<file path="config.mk">
export PLATFORM = sky130hd
export DESIGN_NAME = cdb_arbiter
export DESIGN_NICKNAME = d
export VERILOG_FILES = /design/src/rtl/tomasulo_pkg.sv /design/src/rtl/cdb_arbiter_rr_select.sv /design/src/rtl/cdb_arbiter.sv
export SDC_FILE = /design/constraint.sdc
export NUM_CORES = 1
export LEC_CHECK = 0
export ABC_AREA = 1
export CAP_MARGIN = 20
export CORE_ASPECT_RATIO = 0.7
export CORE_UTILIZATION = 43
export CTS_CLUSTER_DIAMETER = 120
export CTS_CLUSTER_SIZE = 8
export DETAILED_ROUTE_END_ITERATION = 7
export PLACE_DENSITY = 0.95
export SLEW_MARGIN = 20
export SYNTH_ARGS = -nofsm -noshare
export SYNTH_HDL_FRONTEND = slang
export SYNTH_SLANG_ARGS = --single-unit
</file>
<file path="constraint.sdc">
create_clock -name clk -period 4.94 [get_ports clk]
set_input_delay 0.988 -clock clk [delete_from_list [all_inputs] [get_ports clk]]
set_output_delay 0.988 -clock clk [all_outputs]
set_load 0.05 [all_outputs]
</file>
<file path="src/rtl/tomasulo_pkg.sv">
// Shared Tomasulo core types: ROB tag/value widths, the CDB broadcast record and FU indices.
// The record's fu_id field is sized for the largest supported arbiter (8 FUs).
package tomasulo_pkg;

    localparam int ROB_TAG_W   = 5;
    localparam int XLEN        = 32;
    localparam int FU_ID_MAX_W = 3;

    typedef enum logic [1:0] {
        FU_ALU,
        FU_MUL,
        FU_LSU,
        FU_BRU
    } fu_id_e;

    typedef struct packed {
        logic                   valid;
        logic [ROB_TAG_W-1:0]   tag;
        logic [XLEN-1:0]        data;
        logic [FU_ID_MAX_W-1:0] fu_id;
    } cdb_bus_t;

endpackage

</file>
<file path="src/rtl/cdb_arbiter_rr_select.sv">
// Combinational rotating-priority picker: first set request at or after ptr, modulo N.
module rr_select
    import tomasulo_pkg::*;
#(
    parameter int N  = 4,
    parameter int IW = $clog2(N)
) (
    input  logic [N-1:0]  req,
    input  logic [IW-1:0] ptr,
    output logic [N-1:0]  grant,
    output logic [IW-1:0] idx
);

    // Candidate index carries one spare bit so ptr+k cannot overflow before the wrap.
    always_comb begin
        logic        found;
        logic [IW:0] cand;
        grant = '0;
        idx   = '0;
        found = 1'b0;
        cand  = '0;
        for (int k = 0; k < N; k++) begin
            cand = {1'b0, ptr} + (IW+1)'(k);
            if (cand >= (IW+1)'(N)) begin
                cand = cand - (IW+1)'(N);
            end
            if (!found && req[cand[IW-1:0]]) begin
                found                 = 1'b1;
                grant[cand[IW-1:0]]   = 1'b1;
                idx                   = cand[IW-1:0];
            end
        end
    end

endmodule

</file>
<file path="src/rtl/cdb_arbiter.sv">
// Round-robin Common Data Bus arbiter: grants one FU result per cycle, broadcasts it a cycle later.
// Optional broadcast/conflict counters are built when CDB_ARB_STATS_EN is defined.
module cdb_arbiter
    import tomasulo_pkg::*;
#(
    parameter int NUM_FU = 4,
    parameter int TAG_W  = ROB_TAG_W,
    parameter int DATA_W = XLEN
) (
    input  logic                       clk,
    input  logic                       rst,
    input  logic                       flush,
    input  logic [NUM_FU-1:0]          fu_req,
    input  logic [NUM_FU*TAG_W-1:0]    fu_tag,
    input  logic [NUM_FU*DATA_W-1:0]   fu_data,
    output logic [NUM_FU-1:0]          fu_grant,
    output logic                       cdb_valid,
    output logic [TAG_W-1:0]           cdb_tag,
    output logic [DATA_W-1:0]          cdb_data,
    output logic [$clog2(NUM_FU)-1:0]  cdb_fu_id
`ifdef CDB_ARB_STATS_EN
   ,output logic [31:0]                stat_bcast,
    output logic [31:0]                stat_conflict
`endif
);

    localparam int IW = $clog2(NUM_FU);

    logic [NUM_FU-1:0] selGrant;
    logic [IW-1:0]     selIdx;
    logic [TAG_W-1:0]  selTag;
    logic [DATA_W-1:0] selData;
    logic              grantValid;
    logic [IW-1:0]     rrPtr_q, rrPtr_d;
    cdb_bus_t          cdb_q, cdb_d;

    rr_select #(.N(NUM_FU), .IW(IW)) u_select (
        .req   (fu_req),
        .ptr   (rrPtr_q),
        .grant (selGrant),
        .idx   (selIdx)
    );

    assign fu_grant   = (rst || flush) ? '0 : selGrant;
    assign grantValid = |fu_grant;

    // One-hot mux keeps every slice index a loop constant.
    always_comb begin
        selTag  = '0;
        selData = '0;
        for (int i = 0; i < NUM_FU; i++) begin
            if (selGrant[i]) begin
                selTag  = fu_tag[i*TAG_W +: TAG_W];
                selData = fu_data[i*DATA_W +: DATA_W];
            end
        end
    end

    always_comb begin
        rrPtr_d     = rrPtr_q;
        cdb_d       = cdb_q;
        cdb_d.valid = grantValid;
        if (grantValid) begin
            rrPtr_d     = (selIdx == IW'(NUM_FU-1)) ? '0 : selIdx + 1'b1;
            cdb_d.tag   = ROB_TAG_W'(selTag);
            cdb_d.data  = XLEN'(selData);
            cdb_d.fu_id = FU_ID_MAX_W'(selIdx);
        end
    end

    always_ff @(posedge clk) begin
        if (rst) begin
            rrPtr_q <= '0;
            cdb_q   <= '0;
        end else begin
            rrPtr_q <= rrPtr_d;
            cdb_q   <= cdb_d;
        end
    end

    assign cdb_valid = cdb_q.valid;
    assign cdb_tag   = TAG_W'(cdb_q.tag);
    assign cdb_data  = DATA_W'(cdb_q.data);
    assign cdb_fu_id = cdb_q.fu_id[IW-1:0];

`ifdef CDB_ARB_STATS_EN
    logic [31:0] statBcast_q, statConflict_q;
    logic        conflict;

    assign conflict = !flush && ($countones(fu_req) >= 2);

    // Both counters stick at all-ones instead of wrapping.
    always_ff @(posedge clk) begin
        if (rst) begin
            statBcast_q    <= '0;
            statConflict_q <= '0;
        end else begin
            if (grantValid && (statBcast_q != '1)) begin
                statBcast_q <= statBcast_q + 32'd1;
            end
            if (conflict && (statConflict_q != '1)) begin
                statConflict_q <= statConflict_q + 32'd1;
            end
        end
    end

    assign stat_bcast    = statBcast_q;
    assign stat_conflict = statConflict_q;
`endif

endmodule

</file>
==> results.py <==
metrics = {
    "detailed_routing": {
        "via_per_inst": 4.67,
        "route.detailed.drc": 0,
        "drtIter0Drc": 266,
        "drt.antenna.violating_nets": 0,
        "wl_per_cell_um": 11.8,
        "drt_pass1_iterations": 6,
        "vias": 4558,
        "drt_wl_total_um": 11600,
    },
    "pwr": {
        "power.static_leakage_uw": 0.00344,
        "powerDensity_nw_per_um2": 650,
        "design_power_total_uw": 3790,
        "ir_worst_vdd_mv": 0.432,
    },
    "worst_setup_path": {
        "crit_path_start_kind": "input pin",
        "arrival_time_of_data_at_the_critical_path_endpoint_ns": 2.98,
        "worst_r2r_startpoint": "rrPtr_q[1]",
        "critPathMaxFanout": 11,
        "crit_path_start": "fu_req[1]",
        "cp.required_ns": 3.95,
        "setup.worst_path.class": "input pin to output port",
        "setup.worst_path.end_class": "output port",
        "rrSetupSlack_ns": 1.48,
    },
    "clock_network": {
        "clk_path_buf_depth": 2,
        "cts.repair.resized": 0,
        "clk_latency_ns": 0.28,
        "cts_root_buffer": "sky130_fd_sc_hd__clkbuf_16",
        "tritoncts": "done",
        "num_cts_buffers": 5,
        "cts_post_setup_buffers_inserted": 0,
        "clkSlewWorstSetupHoldPaths_ns": 0.06,
        "cts_max_level": 2,
        "postCtsHoldBufs": 0,
        "cts.sinks": 42,
    },
    "placed_design": {
        "gp_congestion": 1.04,
        "dp_hpwl_um": 8350,
        "io_buffer_count": 198,
        "place_worst_setup_slack_ns": 1.05,
    },
    "die": {
        "chipWidth_um": 113,
        "initial_utilization_pct": 45.6,
        "die_h_um": 79.6,
        "row_count": 27,
        "floorplan.die_area_um2": 8980,
        "boundaryPins": 199,
        "coreArea_um2": 8110,
    },
    "synthesis": {
        "async_flop_share_pct": 0,
        "yosysSeqAreaShare_pct": 22.7,
        "synth_largest_area_cell": "sky130_fd_sc_hd__nand2_1",
        "post_synth_top_area_share_pct": 26.1,
        "synth.most_common_cell": "sky130_fd_sc_hd__nand2_1",
        "postSynthRegisterBits": 42,
        "synthesis.instances": 703,
        "mappedNetlistArea_um2": 3700,
        "synth.area.top_cells": "sky130_fd_sc_hd__nand2_1 26%, sky130_fd_sc_hd__dfxtp_1 23%, sky130_fd_sc_hd__inv_1 16%, sky130_fd_sc_hd__a21oi_1 11%, sky130_fd_sc_hd__o21ai_0 5.3%",
        "postSynth.topFlopCell": "sky130_fd_sc_hd__dfxtp_1",
        "synth.distinct_cells": 21,
        "syn_nets": 865,
        "synth_top_cells_by_count": "257 x sky130_fd_sc_hd__nand2_1, 159 x sky130_fd_sc_hd__inv_1, 79 x sky130_fd_sc_hd__a21oi_1, 42 x sky130_fd_sc_hd__dfxtp_1, 42 x sky130_fd_sc_hd__nor2_1",
        "synth_edf_count": 0,
        "synth-warning-count": 0,
        "avgSynthCellArea_um2": 5.26,
    },
    "global_routing": {
        "vias_in_the_first_global_route": 4170,
        "globalRoute.totalOverflow": 0,
        "gr-usage-all-layers_pct": 26.3,
        "maximum_number_of_pins_on_one_net_before_global_route_repair": 75,
        "antenna_found_initial": 0,
        "grt_first_pass_wirelength_um": 19000,
    },
    "cells_and_area": {
        "layout_area_growth_over_synthesis_pct": 57.6,
        "antenna-diode-count": 0,
        "design.final.nets": 1037,
        "fillers": 703,
        "drive_above_1_share_pct": 3.77,
        "multi_input_comb_area_um2": 2060,
        "area.sequential_um2": 841,
    },
    "status": {
        "status": "completed",
    },
    "sta": {
        "final_setup_violation_count": 0,
        "holdWs_ns": 0.444,
        "setup-tns-final_ns": 0,
        "hold_viol_final": 0,
        "post-route-period-util_pct": 80.3,
        "period_needed_ns": 3.97,
        "slew-limit-headroom_pct": 31.4,
        "maxClockFrequency_ghz": 0.252,
        "finalMaxSlewViolations": 0,
        "skew_ns": 0.00718,
        "final.setup.worst_slack_ns": 0.973,
        "grt_setup_unrepaired": "no",
        "max_slew.worst_pin.slew_ns": 1.03,
    },
    "flow_run": {
        "max_cap_viol_count": 0,
    },
    "hold_path": {
        "worst_hold_startpoint": "cdb_data[8]",
        "worst_min_delay_path_category": "flop to flop",
    },
}
==> metrics by stage <==
stage / instances / cell area, um^2 / util (%)
2_1_floorplan: 703 / 3700 / -
3_3_place_gp: 969 / 5680 / 70.0
3_5_place_dp: 969 / 5680 / 70.0
4_1_cts: 977 / 5830 / 71.9
5_1_grt: 977 / 5830 / 71.9
6_report: 977 / 5830 / 71.9
==> path summary, 6_finish.rpt <==
kind / end / cells past startpoint
min reg2reg: cdb_data[8] / 2
max reg2reg: cdb_tag[0] / 14
min: cdb_data[8] / 2
max: fu_grant[3] / 11
==> routing by layer <==
metal | vias up | wire length (um) | part of all wire, % | global-route usage, %
li1 | 2414 | - | - | -
met1 | 1928 | 4900 | 42 | 31.0
met2 | 202 | 5340 | 46 | 47.8
met3 | 14 | 1210 | 10 | 7.67
met4 | 0 | 135 | 1.2 | 5.00
met5 | - | 0 | 0 | 0
==> placed cells by master, fill, tap and decap left out, types with 5 or more instances in the layout <==
cell / instances
sky130_fd_sc_hd__nand3_1: 17
sky130_fd_sc_hd__nand2_1: 257
sky130_fd_sc_hd__nand3_2: 7
sky130_fd_sc_hd__buf_4: 5
sky130_fd_sc_hd__a21oi_1: 79
sky130_fd_sc_hd__ha_1: 7
sky130_fd_sc_hd__dfxtp_1: 42
sky130_fd_sc_hd__clkbuf_16: 5
sky130_fd_sc_hd__a21boi_0: 5
sky130_fd_sc_hd__inv_1: 159
sky130_fd_sc_hd__clkdlybuf4s50_1: 194
sky130_fd_sc_hd__o21ai_0: 39
sky130_fd_sc_hd__nor2_1: 42
==> critical path: stages <==
cell and delay, ns:
sky130_fd_sc_hd__clkdlybuf4s50_1 0.44, sky130_fd_sc_hd__inv_1 0.07, sky130_fd_sc_hd__nand2_1 0.08, sky130_fd_sc_hd__nand3_2 0.15
sky130_fd_sc_hd__nand2_2 0.08, sky130_fd_sc_hd__nor2_1 0.52, sky130_fd_sc_hd__nand3_1 0.19, sky130_fd_sc_hd__nand3_2 0.13
sky130_fd_sc_hd__nand2_1 0.07, sky130_fd_sc_hd__inv_1 0.11, sky130_fd_sc_hd__buf_12 0.14
==> sequential cells by signal, indices dropped and copies added, names as in the netlist, named ones only <==
register   flops
cdb_data      32
rrPtr_q        1
cdb_fu_id      2
cdb_tag        5
cdb_valid      1
==> power breakdown <==
part,total [uW],internal (uW),switching (uW)
registers,610,514,96.6
clock network,325,190,136
logic,2860,962,1890
total,3790,1660,2130
==> final cells by class <==
type | instances | area share [%]
Sequential cell | 42 | 14.4
Multi-Input combinational cell | 462 | 35.4
Clock buffer | 5 | 2.15
Inverter | 162 | 10.4
Timing Repair Buffer | 202 | 35.0
Clock inverter | 3 | 0.429
Tap cell | 101 | 2.17
==> cells by family (layout without fill, tap and decap cells) <==
family | Yosys count | count (layout) | share of synthesized area [%]
buffers and inverters | 199 | 372 | 22.0
AOI/OAI and AO/OA | 123 | 123 | 17.0
and+or+nand+nor | 332 | 332 | 35.9
adders and majority gates | 7 | 7 | 2.37
DFF | 42 | 42 | 22.7
Power figures use the tool's default switching activity.
